**src/rtl/fetch_pkg.sv**
```systemverilog
// Shared types and constants for the instruction fetch controller.
package fetch_pkg;

    localparam int INSTR_W    = 32;
    localparam int PC_STEP    = 4;
    localparam int FETCH_PC_W = 64;  // widest supported PC; narrower PCs are zero-extended

    typedef enum logic [1:0] {
        S_IDLE = 2'd0,
        S_RUN  = 2'd1,
        S_HALT = 2'd2
    } fetch_state_e;

    typedef struct packed {
        logic [FETCH_PC_W-1:0] pc;
        logic [INSTR_W-1:0]    instr;
    } fetch_entry_t;

endpackage

```
**src/rtl/fetch_controller_fifo.sv**
```systemverilog
// Circular buffer of fetch entries with synchronous clear; push+pop allowed when full.
module fetch_fifo
    import fetch_pkg::*;
#(
    parameter int DEPTH = 2
) (
    input  logic                   clk,
    input  logic                   reset,
    input  logic                   i_clr,
    input  logic                   i_push,
    input  logic                   i_pop,
    input  fetch_entry_t           i_din,
    output fetch_entry_t           o_head,
    output logic [$clog2(DEPTH):0] o_count
);

    localparam int AW = $clog2(DEPTH);

    fetch_entry_t         r_mem [DEPTH];
    logic [AW-1:0]        r_rd;
    logic [AW-1:0]        r_wr;
    logic [AW:0]          r_cnt;

    always_ff @(posedge clk) begin
        if (reset || i_clr) begin
            r_rd  <= '0;
            r_wr  <= '0;
            r_cnt <= '0;
        end else begin
            if (i_push) begin
                r_mem[r_wr] <= i_din;
                r_wr        <= r_wr + 1'b1;
            end
            if (i_pop)
                r_rd <= r_rd + 1'b1;
            case ({i_push, i_pop})
                2'b10:   r_cnt <= r_cnt + 1'b1;
                2'b01:   r_cnt <= r_cnt - 1'b1;
                default: r_cnt <= r_cnt;
            endcase
        end
    end

    assign o_head  = (r_cnt != '0) ? r_mem[r_rd] : '0;
    assign o_count = r_cnt;

endmodule

```
**src/rtl/fetch_controller.sv**
```systemverilog
// Fetch sequencer: PC, FSM, range check, redirect flush and a small fetch FIFO.
// Optional FETCH_PERF_CNT_EN adds perf_fetched / perf_stall counters.
module fetch_controller
    import fetch_pkg::*;
#(
    parameter int                  PC_WIDTH  = 64,
    parameter logic [PC_WIDTH-1:0] RESET_PC  = '0,
    parameter int                  MEM_BYTES = 32,
    parameter int                  BUF_DEPTH = 2
) (
    input  logic                clk,
    input  logic                reset,
    input  logic                start,
    output logic [PC_WIDTH-1:0] imem_addr,
    input  logic [INSTR_W-1:0]  imem_rdata,
    input  logic                redirect_valid,
    input  logic [PC_WIDTH-1:0] redirect_pc,
    output logic                if_valid,
    input  logic                if_ready,
    output logic [INSTR_W-1:0]  if_instr,
    output logic [PC_WIDTH-1:0] if_pc,
    output logic                halted
`ifdef FETCH_PERF_CNT_EN
    ,
    output logic [31:0]         perf_fetched,
    output logic [31:0]         perf_stall
`endif
);

    localparam int                CNT_W = $clog2(BUF_DEPTH) + 1;
    localparam logic [PC_WIDTH:0] LIMIT = (PC_WIDTH + 1)'(MEM_BYTES);
    localparam logic [PC_WIDTH:0] LAST  = (PC_WIDTH + 1)'(3);

    fetch_state_e        r_state;
    fetch_state_e        w_state_nxt;
    logic [PC_WIDTH-1:0] r_pc;
    logic [PC_WIDTH-1:0] w_redir_pc;
    logic                w_in_range;
    logic                w_redir_in_range;
    logic                w_push;
    logic                w_pop;
    logic [CNT_W-1:0]    w_count;
    fetch_entry_t        w_din;
    fetch_entry_t        w_head;

    assign w_redir_pc = {redirect_pc[PC_WIDTH-1:2], 2'b00};
    // Widened by one bit so a wrapped address can never look in range.
    assign w_in_range       = ({1'b0, r_pc} + LAST) < LIMIT;
    assign w_redir_in_range = ({1'b0, w_redir_pc} + LAST) < LIMIT;

    assign w_pop  = if_valid && if_ready;
    assign w_push = (r_state == S_RUN) && w_in_range && !redirect_valid &&
                    ((w_count < CNT_W'(BUF_DEPTH)) || w_pop);

    always_comb begin
        w_state_nxt = r_state;
        if (redirect_valid) begin
            if (!w_redir_in_range)
                w_state_nxt = S_HALT;
            else if (r_state != S_IDLE)
                w_state_nxt = S_RUN;
        end else begin
            case (r_state)
                S_IDLE:  if (start) w_state_nxt = S_RUN;
                S_RUN:   if (!w_in_range) w_state_nxt = S_HALT;
                default: w_state_nxt = r_state;
            endcase
        end
    end

    always_ff @(posedge clk) begin
        if (reset) begin
            r_state <= S_IDLE;
            r_pc    <= RESET_PC;
        end else begin
            r_state <= w_state_nxt;
            if (redirect_valid)
                r_pc <= w_redir_pc;
            else if (w_push)
                r_pc <= r_pc + PC_WIDTH'(PC_STEP);
        end
    end

    assign w_din.pc    = FETCH_PC_W'(r_pc);
    assign w_din.instr = imem_rdata;

    fetch_fifo #(.DEPTH(BUF_DEPTH)) u_fifo (
        .clk     (clk),
        .reset   (reset),
        .i_clr   (redirect_valid),
        .i_push  (w_push),
        .i_pop   (w_pop),
        .i_din   (w_din),
        .o_head  (w_head),
        .o_count (w_count)
    );

    assign imem_addr = r_pc;
    assign if_valid  = (w_count != '0);
    assign if_instr  = w_head.instr;
    assign if_pc     = PC_WIDTH'(w_head.pc);
    assign halted    = (r_state == S_HALT);

`ifdef FETCH_PERF_CNT_EN
    logic [31:0] r_perf_fetched;
    logic [31:0] r_perf_stall;

    always_ff @(posedge clk) begin
        if (reset) begin
            r_perf_fetched <= '0;
            r_perf_stall   <= '0;
        end else begin
            if (w_push)
                r_perf_fetched <= r_perf_fetched + 32'd1;
            if ((r_state == S_RUN) && if_valid && !if_ready)
                r_perf_stall <= r_perf_stall + 32'd1;
        end
    end

    assign perf_fetched = r_perf_fetched;
    assign perf_stall   = r_perf_stall;
`endif

endmodule
```
**config.mk**
```make
export PLATFORM = sky130hd
export DESIGN_NAME = fetch_controller
export DESIGN_NICKNAME = d
export VERILOG_FILES = /design/src/rtl/fetch_pkg.sv /design/src/rtl/fetch_controller_fifo.sv /design/src/rtl/fetch_controller.sv
export SDC_FILE = /design/constraint.sdc
export NUM_CORES = 1
export LEC_CHECK = 0
export BUFFER_PORTS_ARGS = -buffer_cell sky130_fd_sc_hd__buf_2
export CAP_MARGIN = 25
export CORE_UTILIZATION = 48
export DETAILED_ROUTE_END_ITERATION = 6
export HOLD_SLACK_MARGIN = 0.05
export PLACE_DENSITY = 0.85
export SYNTH_ARGS = -nofsm -noshare
export SYNTH_HDL_FRONTEND = slang
export SYNTH_HIERARCHICAL = 1
export SYNTH_SLANG_ARGS = --single-unit
```
**constraint.sdc**
```tcl
create_clock -name clk -period 11.2 [get_ports clk]
set_input_delay 0 -clock clk [delete_from_list [all_inputs] [get_ports clk]]
set_output_delay 0 -clock clk [all_outputs]
set_load 0.01 [all_outputs]
```
==> out/qor.csv, run 1 <==
metric,value,unit
final core occ,65.9,%
f_max,0.246,GHz
detailed-route wire length per cell,20.5,um
Die X-Extent,147,um
Die Area,0.0217,sq mm
TritonCTS buffer count,26,
Max Cap Viol,0,
clk slew on worst S/H paths,0.06,ns
first-pass GRT wire length,41.9,mm
fill count,1405,
"EDFF count, synth",192,
yosys warns,6,
Tmin final,4.07,ns
Mapped Avg Cell Area,14.4,sq um
Port Buffers,258,
Post-CTS Hold Buffers,98,
final hold violations,0,
cts repair resizes,0,
Power Dens Cells,149,mW/mm^2
violation count after the first detailed-routing iteration,366,
main combinational cell family by area after synthesis,multiplexers,
post-synthesis adder-cell area fraction,0.247,%
CP arrival,4.21,ns
ys async rst share,0,%
peak supply drop,0.122,mV
Area Growth Syn to Fin,33.1,%
Post-Syn Area,0.0101,sq mm
I/O pin count,263,
post-synthesis xor/xnor area fraction,0.345,%
largest fanout on the critical path,59,
vias in the first global route,7458,
Worst Hold Depth,3,
first drt pass iteration count,4,
Worst Hold Path EP,imem_addr[9]$_SDFFE_PP0P_,
Die Span Y,147,um
RSZ-0062 raised after global routing,no,
Fin Setup TNS,0,ns
DR vias,7293,
initial core utilization,49.5,%
ANT nets after route,0,
worst slew pin tran,0.930,ns
Synth Area in Simple Gates,10.1,%
max_slew headroom,38.0,%
Worst R2R Start,imem_addr[44]$_SDFFE_PP0P_,
CTS Root Cell,clkbuf_16,
critical path type,register to register,
R2R depth,6,
Post-DP HPWL,16.3,mm
post-synthesis register bit count,261,
critical path endpoint category,register,
Vias/cell,5.38,
Final setup viols,0,
core area,0.0205,sq mm
Rows,52,
compound-gate portion of the synthesized area,1.27,%
reg2reg setup slack,7.13,ns
leading area contributor after synthesis,edfxtp_1,
largest net degree at the start of global routing,97,
Max Transition Viols Final,0,
setup bufs post-CTS,0,
H-tree levels,1,
total length of routed wires,27.8,mm
"Distinct cells, synth",44,
share of cells above drive strength 1,29.3,%
Worst Hold Launch,redirect_valid,
deepest clock path buffer count,3,
Final period util,36.3,%
nets,1167,
skew final,0.0233,ns
mux contribution to synthesized area,15.2,%
Clock Sinks,261,
CTS tree,built,
capturing point of the worst reg2reg path,u_fifo/r_mem[1][41]$_DFFE_PP_,
Synth Flop Type,edfxtp_1,
Setup WS post-layout,7.13,ns
startpoint type of the worst setup path,register,
leakage power,5.39,nW
Synth top area share,56.8,%
gr ovfl total,0,
outcome,finished clean,
initial antenna violation count,1,
Crit path required time,11.35,ns
Hold Path Class,input port to register,
synth top area cells,"edfxtp_1 57%, mux2i_1 15%, dfxtp_1 14%, nor2_1 6.0%, nor4_1 1.6%",
Overall Global Routing Usage,25.3,%
pre-CTS setup slack,6.97,ns
routability cong.,0.797,
Worst-Skew Late Latency,0.52,ns
Synth Instances,704,
"Seq/Total Area, Yosys",70.5,%
detailed-route DRC error count,0,
per-stage QoR:
step / area, sq um / hold WS, ns / instances / power (mW)
floorplan: 10200 / 0.0766 / 709 / 1.13
global placement: 11700 / 0.188 / 1206 / 1.18
detailed placement: 11700 / 0.192 / 1206 / 1.19
CTS: 13400 / 0.0709 / 1352 / 2.02
global route: 13500 / 0.0773 / 1355 / 2.07
finish: 13500 / 0.0781 / 1355 / 2.01
cells in the mapped netlist (2+ instances only):
cell and instances:
inv_1 6, buf_6 5, ha_1 2, dfxtp_1 69, buf_1 6, nand4_1 7
a211o_1 2, buf_2 10, nor2_1 161, xnor2_1 3, nor3_1 6, edfxtp_1 192
nor4_1 26, buf_4 7, nor4_2 4, nand3_1 4, a21oi_1 4, mux2i_1 154
clkbuf_1 10, o21ai_0 2
final cells by class:
| class | count | area (sq um) | area share [%] |
|---|---|---|---|
| Sequential cell | 261 | 7150 | 53.0 |
| Multi-Input combinational cell | 404 | 2800 | 20.7 |
| Timing Repair Buffer | 365 | 2380 | 17.6 |
| Clock buffer | 41 | 768 | 5.69 |
| Tap cell | 270 | 338 | 2.50 |
| Clock inverter | 7 | 38.8 | 0.287 |
| Inverter | 6 | 22.5 | 0.167 |
| Antenna cell | 1 | 2.50 | 0.0185 |
layer usage:
layer / wire (um) / track usage, % / part of all wire [%]
met2: 13700 / 43.9 / 49
met5: 0 / 0 / 0
met1: 10500 / 29.9 / 38
met4: 1050 / 9.79 / 3.8
met3: 2540 / 6.71 / 9.1
cells by family (layout without fill, tap and decap cells):
kind of cell | count (synthesis) | in the layout
flops | 261 | 261
simple gates | 221 | 221
mux | 154 | 154
buf+inv | 44 | 419
compound gates | 17 | 17
xor+xnor | 4 | 4
fa+ha+maj | 2 | 2
other cells | 1 | 7
worst max-delay path by stage:
stage | slack (ns) | to | startpoint
final | 7.13 | u_fifo/r_mem[1][41]$_DFFE_PP_ | imem_addr[44]$_SDFFE_PP0P_
after global routing | 6.82 | u_fifo/r_mem[1][45]$_DFFE_PP_ | imem_addr[44]$_SDFFE_PP0P_
after global placement | 7.03 | u_fifo/r_mem[1][61]$_DFFE_PP_ | imem_addr[44]$_SDFFE_PP0P_
after detailed placement | 6.97 | u_fifo/r_mem[1][63]$_DFFE_PP_ | imem_addr[44]$_SDFFE_PP0P_
after CTS | 6.94 | u_fifo/r_mem[1][79]$_DFFE_PP_ | imem_addr[44]$_SDFFE_PP0P_
after floorplan | 3.80 | u_fifo/r_mem[0][0]$_DFFE_PP_ | imem_addr[38]$_SDFFE_PP0P_
where the power goes:
group / total [mW] / switching [mW] / internal [mW]
logic: 0.126 / 0.0628 / 0.0632
registers: 1.07 / 0.0205 / 1.05
clock network: 0.817 / 0.346 / 0.470
total: 2.01 / 0.430 / 1.58
worst max-delay path, stage by stage (launching register included):
cell and delay [ns]:
dfxtp_1 0.38, nor4_1 0.64, nand4_1 0.35, nor4_4 0.61
and2_4 0.30, and3_4 0.53, buf_4 0.75
flip-flops by register name (all words and copies together), names as in the netlist, named ones only:
register / cells
r_state: 2
u_fifo/o_count: 2
u_fifo/r_rd: 1
u_fifo/r_mem: 192
imem_addr: 62
u_fifo/r_wr: 1
cell usage in the layout (no fill, tap or decap), types with 7 or more instances in the layout:
master / netlist / final
clkbuf_16: 0 / 27
dfxtp_1: 69 / 68
nor2_1: 161 / 161
buf_4: 7 / 8
edfxtp_1: 192 / 192
nand4_1: 7 / 7
buf_2: 10 / 257
mux2i_1: 154 / 154
clkbuf_1: 10 / 10
nor4_1: 26 / 25
dlygate4sd3_1: 0 / 98
(Power assumes the default switching activity.)
==> inputs of run 2 (changes only) <==
ABC_AREA = 1   (was default)
clock period = 3.6 ns   (was 11.2 ns; I/O delays follow)
==> run 2 against run 1 <==
Register-to-register slack got worse by 6.0 ns. Largest power group unchanged. Global-route usage decreased by 0.30 points. Critical endpoint is now if_pc[8]. Routed wire length increased by 6.2%. Sequential share of layout area decreased by 2.1 points. Combinational power increased to 3.2 times the previous value. Non-clock buffer count increased by 10. Largest cell class unchanged. Die area increased by 5.2%. Critical path type is now register to output pin.
==> out/qor.csv, run 2 <==
metric,value,unit,change
outcome,finished clean,,
core area,0.0218,sq mm,+6.5%
peak supply drop,0.300,mV,+150%
deepest clock path buffer count,3,,unchanged
final hold violations,0,,unchanged
H-tree levels,1,,unchanged
"Seq/Total Area, Yosys",66.9,%,-3.5 points
Post-CTS Hold Buffers,105,,+7.1%
clk slew on worst S/H paths,0.06,ns,about the same
Crit path required time,3.60,ns,-7.75 ns
critical path endpoint category,output pin,,
post-synthesis register bit count,261,,unchanged
Max Cap Viol,0,,unchanged
Synth Instances,979,,+39%
max FFs per register,192,,unchanged
violation count after the first detailed-routing iteration,534,,+46%
"Design Area, Final",0.0141,sq mm,+4.3%
"commonest non-fill, non-tap cell in the layout",nand2_1,,
Rows,54,,+3.8%
total length of routed wires,29.5,mm,+6.2%
leakage power,5.81,nW,+7.7%
Clock Sinks,261,,unchanged
synth top area cells,"edfxtp_1 54%, dfxtp_1 13%, nand2_1 9.1%, a21oi_1 5.1%, nor2_1 4.1%",,
most frequent cell after synthesis,nand2_1,,
"commonest cells after routing, fill and taps aside","259 x nand2_1, 258 x buf_2, 192 x edfxtp_1, 116 x nor2_1, 108 x a21oi_1",,
vias in the first global route,8266,,+11%
initial core utilization,48.9,%,-0.55 points
critical path type,register to output pin,,
main combinational cell family by area after synthesis,simple AND/OR/NAND/NOR gates,,
Sw Ratio,21.3,%,-0.033 points
combinational power share,5.9,%,-0.4 points
Synth top area share,54.0,%,-2.9 points
first-pass GRT wire length,43.5,mm,+3.7%
Die Span Y,151,um,+2.6%
gr ovfl total,0,,unchanged
Post-Syn Area,0.0107,sq mm,+5.3%
Mapped Avg Cell Area,10.9,sq um,-24%
largest fanout on the critical path,61,,+3.4%
Tmin final,2.61,ns,
f_max,0.383,GHz,
yosys warns,6,,unchanged
Fin Setup TNS,0,ns,unchanged
Port Buffers,258,,unchanged
worst slew pin tran,0.881,ns,-0.0494 ns
CTS Root Cell,clkbuf_16,,
Final period util,72.5,%,
GR Layer Usage met3,3.83,%,-2.9 points
CP max-delay cell,inv_4,,
Clk pwr share,44.6,%,+4.0 points
Synth Area in Simple Gates,18.7,%,+8.7 points
Placed Area,0.0121,sq mm,+3.6%
RSZ-0062 raised after global routing,no,,
register name with the most flops,u_fifo/r_mem,,
CTS tree,built,,
Die Area,0.0229,sq mm,+5.2%
largest net degree at the start of global routing,97,,unchanged
area occupied by multi-input gates,0.00308,sq mm,+10%
max_slew headroom,41.3,%,+3.3 points
TritonCTS buffer count,27,,+3.8%
"EDFF count, synth",192,,unchanged
nets,1434,,+23%
routability cong.,0.816,,+2.5%
skew final,0.0101,ns,-0.0132 ns
Overall Global Routing Usage,25.0,%,-0.30 points
switching pwr,1.43,mW,+230%
detailed-route wire length per cell,18.1,um,-12%
busiest grt layer,met2,,
fill count,1673,,+19%
met1 GRT Util,31.1,%,+1.2 points
Synth Flop Type,edfxtp_1,,
Slowest Stage Delay on Critical Path,0.68,ns,-0.07 ns
cts repair resizes,0,,unchanged
Hold Path Class,input port to register,,
total power after layout,6.72,mW,+230%
Register Area,0.00717,sq mm,+0.26%
post-synthesis xor/xnor area fraction,0.164,%,-0.18 points
Flop pwr share,49.5,%,-3.7 points
mux contribution to synthesized area,0.0937,%,-15 points
DR vias,8466,,+16%
CP arrival,2.61,ns,-1.60 ns
Area Growth Syn to Fin,31.9,%,
Hold Slack,0.188,ns,+0.110 ns
first drt pass iteration count,5,,+1
share of cells above drive strength 1,31.9,%,+2.5 points
setup bufs post-CTS,0,,unchanged
initial antenna violation count,1,,unchanged
Max Transition Viols Final,0,,unchanged
compound-gate portion of the synthesized area,9.16,%,+7.9 points
Worst-Skew Late Latency,0.53,ns,about the same
startpoint type of the worst setup path,register,,
ys async rst share,0,%,unchanged
ANT nets after route,0,,unchanged
I/O pin count,263,,unchanged
leading area contributor after synthesis,edfxtp_1,,
detailed-route DRC error count,0,,unchanged
"Distinct cells, synth",29,,-34%
R2R depth,10,,+4
critical-path cell list,"inv_4, buf_4, nand2_1, a21oi_1, buf_2",,
Post-DP HPWL,17.8,mm,+8.8%
Final setup viols,0,,unchanged
Die X-Extent,151,um,+2.6%
Worst Hold Depth,2,,-1
Power Dens Cells,477,mW/mm^2,+220%
met2 Resource Use GR,43.8,%,-0.084 points
final core occ,64.5,%,-1.3 points
post-synthesis adder-cell area fraction,0.234,%,-0.012 points
P_int,5.29,mW,+230%
Post-synth top cells,"259 x nand2_1, 192 x edfxtp_1, 117 x nor2_1",,
Vias/cell,5.18,,-3.7%
==> run 2: changes by cell type after synthesis, sizes merged, moves of 18 or more <==
cell   delta
nor2     -41
buf      +18
nor4     -31
mux2i   -153
a21oi   +144
nand2   +299
nand3    +42
==> run 2: path summary, 6_finish.rpt <==
path,startpoint,end,slack (ns)
setup / recovery,register,if_pc[8],0.99
hold / removal,imem_rdata[22],u_fifo/r_mem[0][22]$_DFFE_PP_,0.19
setup reg to reg,imem_addr[33]$_SDFFE_PP0P_,u_fifo/r_mem[1][14]$_DFFE_PP_,1.16
hold reg to reg,imem_addr[50]$_SDFFE_PP0P_,u_fifo/r_mem[0][82]$_DFFE_PP_,0.46
==> run 2: cells by family (layout without fill, tap and decap cells) <==
| family | Yosys count | in the layout |
|---|---|---|
| simple gates | 471 | 471 |
| other cells | 1 | 7 |
| mux | 1 | 1 |
| compound gates | 165 | 165 |
| fa+ha+maj | 2 | 2 |
| xor+xnor | 2 | 2 |
| buf+inv | 76 | 444 |
| flops | 261 | 261 |
==> run 2: per-layer routing <==
layer  share of wire [%]  vias up
met4                 3.0        0
met1                  40     4026
li1                    -     4023
met3                 6.7       66
met2                  50      351
met5                   0        -
==> run 2: area by class of cell <==
cell class / count / area share, %
Antenna cell: 1 / 0.0178
Multi-Input combinational cell: 647 / 21.9
Tap cell: 280 / 2.49
Clock inverter: 20 / 1.87
Clock buffer: 30 / 4.95
Timing Repair Buffer: 375 / 17.4
Inverter: 19 / 0.524
Sequential cell: 261 / 50.9
==> run 2: critical path: cells and delay by family, from the launching register on <==
family / cells / cell delay (ns)
flops: 1 / 0.48
compound gates: 1 / 0.18
simple gates: 1 / 0.08
buf+inv: 3 / 1.25
==> run 2: power by group through the flow <==
stage                     clock network [mW]  registers (mW)  logic (mW)
after floorplan                            0            3.39       0.126
after global placement                     0            3.38       0.291
after detailed placement                   0            3.39       0.298
after CTS                               3.02            3.33       0.390
after global routing                    3.15            3.33       0.432
final                                   3.00            3.33       0.397
==> run 2: metrics by stage <==
stage | std cells | setup WS, ns
after floorplan | 984 | -0.387
after global placement | 1477 | 1.17
after detailed placement | 1477 | 1.14
after CTS | 1632 | 0.949
after global routing | 1633 | 0.863
final | 1633 | 0.992
==> inputs of run 3 (changes only) <==
CORE_UTILIZATION = 53   (was 48)
PLACE_DENSITY = 0.88   (was 0.85)
clock period = 2.6 ns   (was 3.6 ns; I/O delays follow)
==> run 3 against run 2 <==
Worst hold slack got worse by 0.10 ns. Non-clock buffer count rose by 23. Combinational power rose by 49%. Final cell count rose by 0.37%. Routed wire length rose by 4.1%. Largest power group unchanged. Highest routed layer unchanged.
==> out/qor.csv, run 3 (synthesized netlist as in run 2, its figures left out) <==
metric,value,unit,change
core area,0.0196,sq mm,-10%
pre-CTS setup slack,0.372,ns,-0.772 ns
Die X-Extent,144,um,-4.8%
Post-DP HPWL,17.3,mm,-2.5%
worst slew pin tran,0.801,ns,-0.0799 ns
Hold Path Class,input port to register,,
initial core utilization,54.5,%,+5.6 points
Overall Global Routing Usage,29.2,%,+4.2 points
initial antenna violation count,0,,-1
Flop pwr share,52.3,%,+2.8 points
final hold violations,0,,unchanged
final core occ,72.5,%,+8.0 points
detailed-route DRC error count,0,,unchanged
Max Cap Viol,0,,unchanged
Clock Sinks,261,,unchanged
peak supply drop,0.578,mV,+93%
gr ovfl total,0,,unchanged
Vias/cell,5.38,,+3.7%
first drt pass iteration count,5,,unchanged
deepest clock path buffer count,3,,unchanged
Port Buffers,258,,unchanged
clk slew on worst S/H paths,0.06,ns,about the same
TritonCTS buffer count,26,,-3.7%
first-pass GRT wire length,45.4,mm,+4.5%
outcome,finished clean,,
ANT nets after route,0,,unchanged
Final setup viols,0,,unchanged
DR vias,8813,,+4.1%
largest net degree at the start of global routing,75,,-23%
Tmin final,2.41,ns,
max_slew headroom,46.6,%,+5.3 points
switching pwr,1.90,mW,+32%
max FFs per register,192,,unchanged
Power Dens Cells,620,mW/mm^2,+30%
Crit path required time,3.01,ns,-0.59 ns
register name with the most flops,u_fifo/r_mem,,
P_int,6.91,mW,+31%
combinational power share,6.7,%,+0.8 points
critical path type,register to register,,
Final period util,92.6,%,
vias in the first global route,8767,,+6.1%
violation count after the first detailed-routing iteration,654,,+22%
Setup WS post-layout,0.193,ns,-0.799 ns
CTS Root Cell,clkbuf_16,,
share of cells above drive strength 1,31.2,%,-0.71 points
nets,1456,,+1.5%
Area Growth Syn to Fin,33.0,%,
Fin Setup TNS,0,ns,unchanged
CP arrival,2.82,ns,+0.21 ns
routability cong.,0.827,,+1.4%
largest fanout on the critical path,44,,-28%
leakage power,5.87,nW,+1.0%
Max Transition Viols Final,0,,unchanged
RSZ-0062 raised after global routing,no,,
Die Span Y,144,um,-4.8%
Worst-Skew Late Latency,0.53,ns,about the same
CTS tree,built,,
total power after layout,8.80,mW,+31%
skew final,0.0138,ns,+0.00369 ns
"commonest cells after routing, fill and taps aside","258 x nand2_1, 258 x buf_2, 192 x edfxtp_1, 125 x dlygate4sd3_1, 116 x nor2_1",,
fill count,1249,,-25%
Sw Ratio,21.5,%,+0.23 points
H-tree levels,1,,unchanged
Die Area,0.0207,sq mm,-9.3%
Clk pwr share,41.0,%,-3.6 points
total length of routed wires,30.7,mm,+4.1%
Rows,51,,-5.6%
startpoint type of the worst setup path,register,,
detailed-route wire length per cell,18.7,um,+3.7%
I/O pin count,263,,unchanged
critical path endpoint category,register,,
f_max,0.415,GHz,
run 3: power groups by stage:
stage               Clock, mW  Sequential (mW)  Combinational, mW
floorplan                   0             4.70              0.175
global placement            0             4.68              0.401
detailed placement          0             4.69              0.413
CTS                      3.66             4.60              0.566
global route             3.82             4.61              0.634
finish                   3.61             4.60              0.591
run 3: what timing repair did:
item                       CTS  global route
hold endpoints to repair   130             0
hold buffers               125             0
setup endpoints to repair    0             2
setup buffers                0             0
resized for setup            0             1
run 3: worst paths after layout:
kind,startpoint,endpoint,slack (ns),cells after the start
max,imem_addr[48]$_SDFFE_PP0P_,imem_addr[22]$_SDFFE_PP0P_,0.19,10
max reg2reg,imem_addr[48]$_SDFFE_PP0P_,imem_addr[22]$_SDFFE_PP0P_,0.19,10
min,redirect_valid,u_fifo/o_count[1]$_SDFFE_PP0P_,0.08,4
min reg2reg,imem_addr[39]$_SDFFE_PP0P_,u_fifo/r_mem[0][71]$_DFFE_PP_,0.47,0
run 3: final cells by class:
cell class / count / area [sq um] / share of cell area (%)
Antenna cell: 1 / 2.50 / 0.0176
Clock buffer: 40 / 753 / 5.30
Clock inverter: 8 / 78.8 / 0.555
Inverter: 19 / 76.3 / 0.537
Multi-Input combinational cell: 647 / 3090 / 21.7
Sequential cell: 261 / 7170 / 50.5
Tap cell: 265 / 332 / 2.33
Timing Repair Buffer: 398 / 2710 / 19.1
run 3: through the flow:
stage,hold slack (ns),std cells,cell area [sq um]
after floorplan,0.0989,984,10700
after global placement,0.188,1465,12100
after global routing,0.135,1638,14200
after detailed placement,0.192,1465,12100
after CTS,0.0663,1638,14200
final,0.0850,1639,14200
run 3: worst max-delay path: stages, from the launching register on:
cell and delay [ns]:
dfxtp_1 0.36, nor2_1 0.15, nand2_1 0.07, nor2_1 0.15, nand2_1 0.12, nor2_2 0.21
nand3_4 0.11, buf_6 0.25, nand3_1 0.15, a21oi_1 0.09, dlygate4sd3_1 0.59
run 3: routing by layer:
metal	GRT usage, %	vias to the layer above	share of wire (%)
met5	0	-	0
met4	14.9	0	4.7
met3	5.76	103	9.1
met2	50.5	511	50
met1	34.4	4137	36
li1	-	4062	-
